$ cat src/rtl/adc_scan_scheduler.sv
// Scan sequencer for the ADC128S052 capture block: walks a channel mask, tracks the
// converter's one-frame address pipeline, banks and streams results. Optional ADC_SCAN_AVG_EN averages 4 frames.
module adc_scan_scheduler #(
  parameter int TIMEOUT_CYCLES = 4096,
  parameter int FIRST_CHAN     = 0
) (
  input  logic        clk,
  input  logic        rst_n,
  input  logic        start,
  input  logic        stop,
  input  logic        continuous,
  input  logic [7:0]  chan_mask,
  input  logic        adc_ready,
  input  logic [11:0] adc_data,
  output logic        adc_en,
  output logic [2:0]  adc_address,
  output logic        adc_ack,
  output logic        busy,
  output logic        sample_valid,
  output logic [2:0]  sample_chan,
  output logic [11:0] sample_data,
  output logic        scan_done,
  output logic        timeout_err,
  input  logic [2:0]  rd_chan,
  output logic [11:0] rd_data,
  output logic        rd_valid
);

  localparam int          TW = $clog2(TIMEOUT_CYCLES + 1);
  localparam logic [2:0]  FC = 3'(FIRST_CHAN);

  typedef enum logic [1:0] {IDLE, PRIME, WAIT_RDY, ACK} state_t;

  state_t        state, state_d;
  logic [7:0]    mask_q;
  logic          cont_q;
  logic [2:0]    cur;
  logic [2:0]    first_q;
  logic [2:0]    nxt;
  logic          end_q;
  logic          stop_pend;
  logic          stop_ok;
  logic [TW-1:0] tcnt;
  logic [11:0]   bank [8];
  logic [7:0]    valid_q;

  logic accept, rdy_evt, ack_exit, finish, tmo;

  // Set bit of m at/after 'from' (incl=1) or strictly after it, wrapping 7->0.
  function automatic logic [2:0] next_chan(input logic [7:0] m, input logic [2:0] from,
                                           input logic incl);
    logic [2:0] c;
    logic [2:0] r;
    logic       found;
    r     = from;
    found = 1'b0;
    for (int i = 0; i < 8; i++) begin
      c = from + 3'(i) + (incl ? 3'd0 : 3'd1);
      if (!found && m[c]) begin
        r     = c;
        found = 1'b1;
      end
    end
    return r;
  endfunction

  assign nxt = next_chan(mask_q, cur, 1'b0);

`ifdef ADC_SCAN_AVG_EN
  logic [2:0]  phase;
  logic [13:0] acc;
  logic [13:0] acc_sum;
  logic        bnd_q;

  function automatic logic [11:0] avg_trunc(input logic [13:0] a);
    return a[13:2];
  endfunction

  assign acc_sum = acc + {2'b00, adc_data};
  // Stop may only land right after a completed 4-sample average.
  assign stop_ok = bnd_q;
`else
  logic [2:0] prev;
  logic       final_q;

  assign stop_ok = 1'b1;
`endif

  always_ff @(posedge clk or negedge rst_n) begin
    if (!rst_n) state <= IDLE;
    else        state <= state_d;
  end

  always_comb begin
    state_d  = state;
    accept   = 1'b0;
    rdy_evt  = 1'b0;
    ack_exit = 1'b0;
    finish   = 1'b0;
    tmo      = 1'b0;
    unique case (state)
      IDLE: begin
        if (start && (chan_mask != 8'd0)) begin
          accept  = 1'b1;
          state_d = PRIME;
        end
      end
      PRIME, WAIT_RDY: begin
        if (adc_ready) begin
          rdy_evt = 1'b1;
          state_d = ACK;
        end else if (tcnt == TW'(TIMEOUT_CYCLES - 1)) begin
          tmo     = 1'b1;
          state_d = IDLE;
        end
      end
      ACK: begin
        if (!adc_ready) begin
          ack_exit = 1'b1;
          finish   = end_q || ((stop_pend || stop) && stop_ok);
          state_d  = finish ? IDLE : WAIT_RDY;
        end
      end
      default: state_d = IDLE;
    endcase
  end

  always_ff @(posedge clk or negedge rst_n) begin
    if (!rst_n) begin
      adc_en       <= 1'b0;
      adc_address  <= '0;
      adc_ack      <= 1'b0;
      busy         <= 1'b0;
      sample_valid <= 1'b0;
      sample_chan  <= '0;
      sample_data  <= '0;
      scan_done    <= 1'b0;
      timeout_err  <= 1'b0;
      mask_q       <= '0;
      cont_q       <= 1'b0;
      cur          <= '0;
      first_q      <= '0;
      end_q        <= 1'b0;
      stop_pend    <= 1'b0;
      tcnt         <= '0;
      valid_q      <= '0;
      for (int i = 0; i < 8; i++) bank[i] <= '0;
`ifdef ADC_SCAN_AVG_EN
      phase        <= '0;
      acc          <= '0;
      bnd_q        <= 1'b0;
`else
      prev         <= '0;
      final_q      <= 1'b0;
`endif
    end else begin
      sample_valid <= 1'b0;
      scan_done    <= 1'b0;

      if ((state == PRIME) || (state == WAIT_RDY)) tcnt <= adc_ready ? '0 : tcnt + 1'b1;
      else                                         tcnt <= '0;

      if (busy && stop) stop_pend <= 1'b1;

      if (accept) begin
        mask_q      <= chan_mask;
        cont_q      <= continuous;
        cur         <= next_chan(chan_mask, FC, 1'b1);
        first_q     <= next_chan(chan_mask, FC, 1'b1);
        adc_address <= next_chan(chan_mask, FC, 1'b1);
        valid_q     <= '0;
        timeout_err <= 1'b0;
        adc_en      <= 1'b1;
        busy        <= 1'b1;
        end_q       <= 1'b0;
        stop_pend   <= 1'b0;
        tcnt        <= '0;
`ifdef ADC_SCAN_AVG_EN
        phase       <= '0;
        acc         <= '0;
        bnd_q       <= 1'b0;
`else
        final_q     <= 1'b0;
`endif
      end

      // Frame boundary: capture block is paused, so the address may move here only.
      if (rdy_evt) begin
        adc_ack <= 1'b1;
`ifdef ADC_SCAN_AVG_EN
        bnd_q <= 1'b0;
        if (phase == 3'd0) begin
          phase <= 3'd1;
          acc   <= '0;
        end else if (phase == 3'd4) begin
          bank[cur]    <= avg_trunc(acc_sum);
          valid_q[cur] <= 1'b1;
          sample_valid <= 1'b1;
          sample_chan  <= cur;
          sample_data  <= avg_trunc(acc_sum);
          bnd_q        <= 1'b1;
          phase        <= 3'd0;
          acc          <= '0;
          if (!cont_q && (nxt == first_q)) begin
            end_q <= 1'b1;
          end else begin
            cur         <= nxt;
            adc_address <= nxt;
          end
        end else begin
          acc   <= acc_sum;
          phase <= phase + 3'd1;
        end
`else
        if (state == WAIT_RDY) begin
          bank[prev]    <= adc_data;
          valid_q[prev] <= 1'b1;
          sample_valid  <= 1'b1;
          sample_chan   <= prev;
          sample_data   <= adc_data;
          if (final_q) end_q <= 1'b1;
        end
        prev <= cur;
        // Single pass: once the last channel is on the bus, keep it there for the flush frame.
        if (!final_q) begin
          if (!cont_q && (nxt == first_q)) begin
            final_q <= 1'b1;
          end else begin
            cur         <= nxt;
            adc_address <= nxt;
          end
        end
`endif
      end

      if (ack_exit) begin
        adc_ack <= 1'b0;
        if (finish) begin
          adc_en    <= 1'b0;
          busy      <= 1'b0;
          scan_done <= 1'b1;
        end
      end

      if (tmo) begin
        timeout_err <= 1'b1;
        adc_en      <= 1'b0;
        busy        <= 1'b0;
      end
    end
  end

  assign rd_data  = bank[rd_chan];
  assign rd_valid = valid_q[rd_chan];

endmodule

$ cat config.mk
export PLATFORM = sky130hd
export DESIGN_NAME = adc_scan_scheduler
export DESIGN_NICKNAME = d
export VERILOG_FILES = /design/src/rtl/adc_scan_scheduler.sv
export SDC_FILE = /design/constraint.sdc
export NUM_CORES = 1
export LEC_CHECK = 0
export BUFFER_PORTS_ARGS = -buffer_cell sky130_fd_sc_hd__clkbuf_2
export CORE_MARGIN = 2
export CORE_UTILIZATION = 55
export CTS_CLUSTER_SIZE = 40
export DETAILED_ROUTE_END_ITERATION = 6
export PLACE_DENSITY = 0.74
export SLEW_MARGIN = 10
export SYNTH_ARGS = -nofsm -noshare
export SYNTH_HDL_FRONTEND = slang
export SYNTH_SLANG_ARGS = --single-unit
$ cat constraint.sdc
create_clock -name clk -period 6.4 [get_ports clk]
set_clock_uncertainty 0.1 [all_clocks]
set_input_delay 0.96 -clock clk [delete_from_list [all_inputs] [get_ports clk]]
set_output_delay 0.96 -clock clk [all_outputs]
set_load 0.1 [all_outputs]
==> results of run 1 <==
==> cell type report <==
class | count | area, um2 | area share [%]
Inverter | 18 | 67.6 | 0.702
Clock inverter | 14 | 183 | 1.90
Multi-Input combinational cell | 484 | 4190 | 43.5
Sequential cell | 164 | 4100 | 42.6
Timing Repair Buffer | 76 | 414 | 4.30
Tap cell | 188 | 235 | 2.44
Clock buffer | 18 | 439 | 4.56
==> synth_stat cells, types with 6 or more instances <==
master    number
xnor2_1       10
nand2b_1       7
a21oi_1       14
nand3_1       15
mux2_2        26
nor2b_1        9
mux2i_1        6
mux4_2        41
clkbuf_1      30
dfrtp_1      164
o21ai_0        9
inv_1         14
mux2_1        88
nand2_1       97
a21o_1         7
ha_1           7
o21ai_1        7
buf_1          7
and2_1         6
nor2_1        45
xor2_1         9
nor3_1         6
==> metal layers <==
layer	GRT usage (%)	share of wire [%]	up-vias
met5	0	0	-
met4	7.82	1.4	0
met3	5.07	4.2	23
met2	43.1	51	167
met1	33.3	43	3013
li1	-	-	2663
==> state kept, by name, summed over array words and instances (netlist names), 2 cells and up <==
| name | flops |
|---|---|
| adc_address | 3 |
| bank | 96 |
| cur | 3 |
| first_q | 3 |
| mask_q | 8 |
| prev | 3 |
| sample_chan | 3 |
| sample_data | 12 |
| state | 2 |
| tcnt | 13 |
| valid_q | 8 |
==> cell usage in the layout (no fill, tap or decap), types with 4 or more instances in the layout <==
cell type,count
ha_1,7
nand2_1,97
clkbuf_16,17
and2_1,6
mux2_1,88
inv_6,8
nor2_1,45
o211ai_1,5
o21ai_0,9
nand2b_1,7
a21o_1,7
o21bai_1,4
inv_2,4
o21ai_1,7
mux4_2,41
clkbuf_2,64
mux2_4,4
a21oi_1,14
xnor2_1,10
a31oi_1,4
nor2b_1,9
or2_1,5
dfrtp_1,164
inv_1,14
mux2_2,26
nand3_1,15
or4_1,4
mux2i_1,6
xor2_1,9
buf_4,11
==> worst max-delay path by stage <==
stage	start	endpoint	slack [ns]	depth (start not counted)
after floorplan	cur[0]	adc_address[1]	2.06	14
after global placement	cur[0]	cur[1]	2.05	12
after detailed placement	cur[0]	adc_address[1]	1.89	12
after CTS	cur[0]	adc_address[1]	1.86	12
after global routing	cur[0]	adc_address[1]	1.59	12
final	cur[0]	adc_address[1]	1.86	12
==> tightest hold or removal path: cells and delay by family (launching register included) <==
| family | cells | cell delay (ns) |
|---|---|---|
| flip-flops | 1 | 0.34 |
| AND/OR/NAND/NOR | 2 | 0.10 |
==> through the flow <==
step	setup slack [ns]	util (%)
floorplan	2.06	-
global placement	2.05	59.5
detailed placement	1.89	59.5
CTS	1.86	63.6
global route	1.59	63.6
finish	1.86	63.6
==> logic make-up after synthesis <==
group	count (synthesis)	synth area share (%)
buffers and inverters	61	2.85
XOR/XNOR	20	2.22
adder cells (fa/ha/maj)	7	1.03
AO/OA/AOI/OAI	81	6.89
flip-flops	164	48.2
AND/OR/NAND/NOR	210	11.3
multiplexers	166	27.6
==> results by group, run 1 <==
Status
  • Status: completed

Clock network
  • CTS root buffer: clkbuf_16
  • Setup bufs post-CTS: 0
  • Max Root-Sink Buffers: 2
  • CTS tree: yes
  • Worst skew pair latency: 0.43 ns
  • TritonCTS buffer count: 17
  • Clock Pin Slew Worst Setup and Hold Paths: 0.07 ns
  • Post-CTS Resized: 0
  • CTS sink cnt: 164
  • H-tree depth: 4
  • Hold_buf cts: 0

Synthesis
  • Leading area contributor after synthesis: dfrtp_1
  • FF+latch count, synth: 164
  • Synth cell types: 63
  • Mapped Cells: 709
  • Sequential element share of the synthesized area: 48.2%
  • Mapped Area: 8520 um2
  • Post-synthesis async set-or-reset flop share: 100%
  • Ys Warns: 0
  • Syn Nets: 745
  • Main synth FF type: dfrtp_1
  • Synth area leaders: dfrtp_1 48%, mux2_1 12%, mux4_2 11%
  • Post-synth top area share: 48.2%
  • Syn avg cell area: 12.0 um2
  • Post-synth EDFFs: 0

Worst setup path
  • Bufs and invs on worst path: 3
  • Worst path max stage delay: 0.55 ns
  • Delay-heaviest family, CP: simple AND/OR/NAND/NOR gates
  • Most common cell on crit path: buf_4
  • Worst Path Max Fanout: 29
  • Crit. End Element: flip-flop
  • Worst R2R End: adc_address[1]
  • Register-to-Register Path Depth: 12
  • CP startpoint kind: flip-flop
  • Crit path required time: 6.60 ns
  • CP max stage cell: mux4_2
  • Critical path arrival: 4.75 ns
  • RR Startpoint: cur[0]
  • Crit-path cells: buf_4 -> inv_2 -> ha_1 -> buf_4 -> mux4_2 -> or3_1 -> a211oi_4 -> a21oi_1 -> and4_1 -> nor4_2 -> a211o_4 -> mux2_1
  • Critical path class: reg2reg
  • FF-to-FF setup slack: 1.86 ns

Floorplanning
  • Die width: 128 um
  • Site row count: 45
  • Std-Cell Core Area: 15100 um2
  • DIE AREA: 16500 um2
  • Initial Utilization: 56.2%
  • I/O pin cnt: 66
  • Die H: 128 um

Timing
  • Slew Viols, Final: 0
  • Achievable Freq: 0.220 GHz
  • Total negative slack: 0 ns
  • Final setup fails: 0
  • Final cycle utilization of the critical path: 71.0%
  • Clock period minus worst slack: 4.54 ns
  • Final hold vios: 0
  • Worst Tran Pin Value: 1.07 ns
  • Hold slack final: 0.376 ns
  • Worst rel slew slack: 28.2%
  • RSZ-0062 raised after global routing: false

Route
  • Final ANT Viol Nets: 0
  • Post-route DRC: 0
  • DR iter-0 viols: 490
  • Total Wirelength: 19.5 mm
  • Routed vias: 5866
  • WL per Instance: 20.2 um
  • Vias/cell: 6.10
  • TritonRoute pass-1 iters: 5

Place
  • # port buffers: 65
  • Placed instance count: 930
  • GPL Wtd Cong: 0.916
  • DP HPWL: 12.9 mm
  • Area after DPL: 9010 um2

Job
  • Max Cap Viol: 0

Global route
  • Antenna violations before repair: 0
  • Vias in the first global route: 6136
  • Total grt overflow: 0
  • First-pass GRT wire length: 32.1 mm
  • Largest net degree at the start of global routing: 92
  • Total Routing Usage GR: 25.4%

Worst hold path
  • Hold endpoint: sample_data[3]
  • Hold depth: 2
  • Worst Hold Class: reg2reg
  • Hold Path Origin: sample_data[3]

Final layout
  • NumNets Final: 797
  • Post-route cell area: 9630 um2
  • Share of layout cells above drive strength 1: 24.7%
  • Diodes inserted: 0
  • Area grow syn2layout: 13.0%
  • Number of fillers in the final layout: 1142
  • Non-Filler Instances: 962
Power of run 1 is not shown: default switching activity piles up to over one toggle a cycle in this logic, so the estimate is an artifact.
==> inputs of run 2 (changes only) <==
Clock period 6.4 ns to 4.6 ns, I/O delays scaled along.
==> run 2 against run 1 <==
Critical path depth unchanged. Register-to-register slack lost 1.5 ns. Via count grew 0.27%. Worst hold slack lost 0.073 ns. Critical path type unchanged.
==> results by group, run 2 (synthesis results as in run 1) <==
Timing
  • Hold slack final: 0.303 ns
  • Worst Tran Pin Value: 1.02 ns
  • Achievable Freq: 0.238 GHz
  • Slew Viols, Final: 0
  • Final setup fails: 0
  • RSZ-0062 raised after global routing: false
  • Final cycle utilization of the critical path: 91.3%
  • Total negative slack: 0 ns
  • Final hold vios: 0
  • Worst rel slew slack: 31.8%
  • Clock period minus worst slack: 4.20 ns

Worst setup path
  • Critical path class: reg2reg
  • Critical path arrival: 4.41 ns
  • Delay-heaviest family, CP: multiplexers
  • CP max stage cell: mux4_2
  • Worst path max stage delay: 0.51 ns
  • FF-to-FF setup slack: 0.40 ns
  • RR Startpoint: cur[0]
  • Most common cell on crit path: mux4_2
  • Worst Path Max Fanout: 21
  • CP startpoint kind: flip-flop
  • Crit. End Element: flip-flop
  • Worst R2R End: adc_address[1]
  • Crit path required time: 4.80 ns
  • Register-to-Register Path Depth: 12
  • Bufs and invs on worst path: 2
  • Crit-path cells: inv_2 -> ha_1 -> buf_4 -> mux4_2 -> or2_1 -> mux4_2 -> a211oi_4 -> a21oi_1 -> and4_1 -> nor4_2 -> a211o_4 -> mux2_1

Final layout
  • Max reg flops: 96
  • Reg area: 4100 um2
  • Diodes inserted: 0
  • Commonest non-fill, non-tap cells in the layout: 164 x dfrtp_1, 97 x nand2_1, 88 x mux2_1
  • Multi-input gate area: 4190 um2
  • Area grow syn2layout: 13.5%
  • Number of fillers in the final layout: 1161
  • NumNets Final: 804
  • Commonest non-fill, non-tap cell in the layout: dfrtp_1
  • Top reg by flops: bank
  • Share of layout cells above drive strength 1: 25.2%
  • Top Registers: bank: 96 flops, tcnt: 13 flops, sample_data: 12 flops
  • Non-Filler Instances: 969

Place
  • GPL Wtd Cong: 0.906
  • DP HPWL: 13.2 mm
  • Placed instance count: 937
  • # port buffers: 65

Route
  • Final ANT Viol Nets: 0
  • WL per Instance: 19.9 um
  • TritonRoute pass-1 iters: 6
  • DR iter-0 viols: 401
  • Total Wirelength: 19.3 mm
  • Routed vias: 5882
  • Vias/cell: 6.07
  • Post-route DRC: 0

Clock network
  • Setup bufs post-CTS: 0
  • Clock Pin Slew Worst Setup and Hold Paths: 0.06 ns
  • CTS root buffer: clkbuf_16
  • Worst skew pair latency: 0.42 ns
  • Max Root-Sink Buffers: 2
  • CTS tree: yes
  • H-tree depth: 4
  • Post-CTS Resized: 0
  • CTS sink cnt: 164
  • TritonCTS buffer count: 17
  • Hold_buf cts: 0

Global route
  • Vias in the first global route: 6165
  • Largest net degree at the start of global routing: 117
  • First-pass GRT wire length: 32.0 mm
  • Antenna violations before repair: 0
  • Total grt overflow: 0
  • Total Routing Usage GR: 25.2%

Pwr
  • Worst VDD drop: 0.000588 V
  • Int Power: 4370 uW
  • Combinational share of power: 52.6%
  • Pwr Density: 823 nW/um2
  • Clock share of power: 18.0%
  • LEAKAGE: 0.00475 uW
  • Sw frac: 45.0%
  • Sw Pwr: 3580 uW
  • Sequential share of power: 29.4%

Job
  • Max Cap Viol: 0

Floorplanning
  • Std-Cell Core Area: 15100 um2
  • I/O pin cnt: 66
  • Die H: 128 um
  • Die width: 128 um
  • Site row count: 45
  • Initial Utilization: 56.2%
  • DIE AREA: 16500 um2

Worst hold path
  • Worst Hold Class: in2async

Status
  • Status: completed
run 2: changes by cell type in the layout (fill, tap and decap cells not counted), moves of 2 or more:
cell	before	now
clkinv_4	0	3
inv_6	8	0
buf_4	11	18
clkinvlp_4	3	1
clkinv_2	0	4
clkbuf_1	0	2
run 2: worst max path at each step:
stage / startpoint / to / slack (ns) / cells past startpoint
after floorplan: cur[0] / adc_address[1] / 0.26 / 14
after global placement: cur[0] / cur[1] / 0.53 / 12
after detailed placement: cur[0] / adc_address[1] / 0.41 / 12
after CTS: cur[0] / adc_address[1] / 0.39 / 12
after global routing: cur[0] / adc_address[1] / 0.19 / 12
final: cur[0] / adc_address[1] / 0.40 / 12
run 2: power by group through the flow:
stage	clock, uW	combinational [uW]	sequential [uW]
6_report	1430	4180	2340
5_1_grt	1520	4490	2410
4_1_cts	1450	4190	2340
3_5_place_dp	0	4160	2360
3_3_place_gp	0	4100	2310
2_1_floorplan	0	2870	2760
run 2: layout make-up:
type                    count  share of cell area (%)
multi-input cells         484                    43.4
clock inverters            12                    1.61
flip-flops and latches    164                    42.5
well taps                 188                    2.43
clock buffers              20                    4.62
inverters                  18                   0.699
repair buffers             83                    4.83
run 2: routing by layer:
layer	part of all wire (%)	global-route usage, %	wire (um)	vias to the layer above
li1	-	-	-	2675
met1	42	32.6	8100	2968
met2	51	42.7	9800	204
met3	5.1	5.24	982	35
met4	2.0	8.47	388	0
met5	0	0	0	-
run 2: worst reg2reg max path, stage by stage (launching register included):
cell and delay, ns:
dfrtp_1 0.36, inv_2 0.08, ha_1 0.41, buf_4 0.30
mux4_2 0.40, or2_1 0.27, mux4_2 0.51, a211oi_4 0.35
a21oi_1 0.11, and4_1 0.22, nor4_2 0.41, a211o_4 0.25
mux2_1 0.32
run 2: stage by stage:
step	utilization (%)	instance area (um2)	power, uW	setup slack, ns
finish	63.8	9670	7950	0.398
global route	63.8	9670	8430	0.193
CTS	63.8	9660	7980	0.387
detailed placement	59.8	9060	6520	0.406
global placement	59.8	9060	6410	0.534
floorplan	-	8520	5630	0.261
Note: power is estimated with default switching activity, not from simulation.
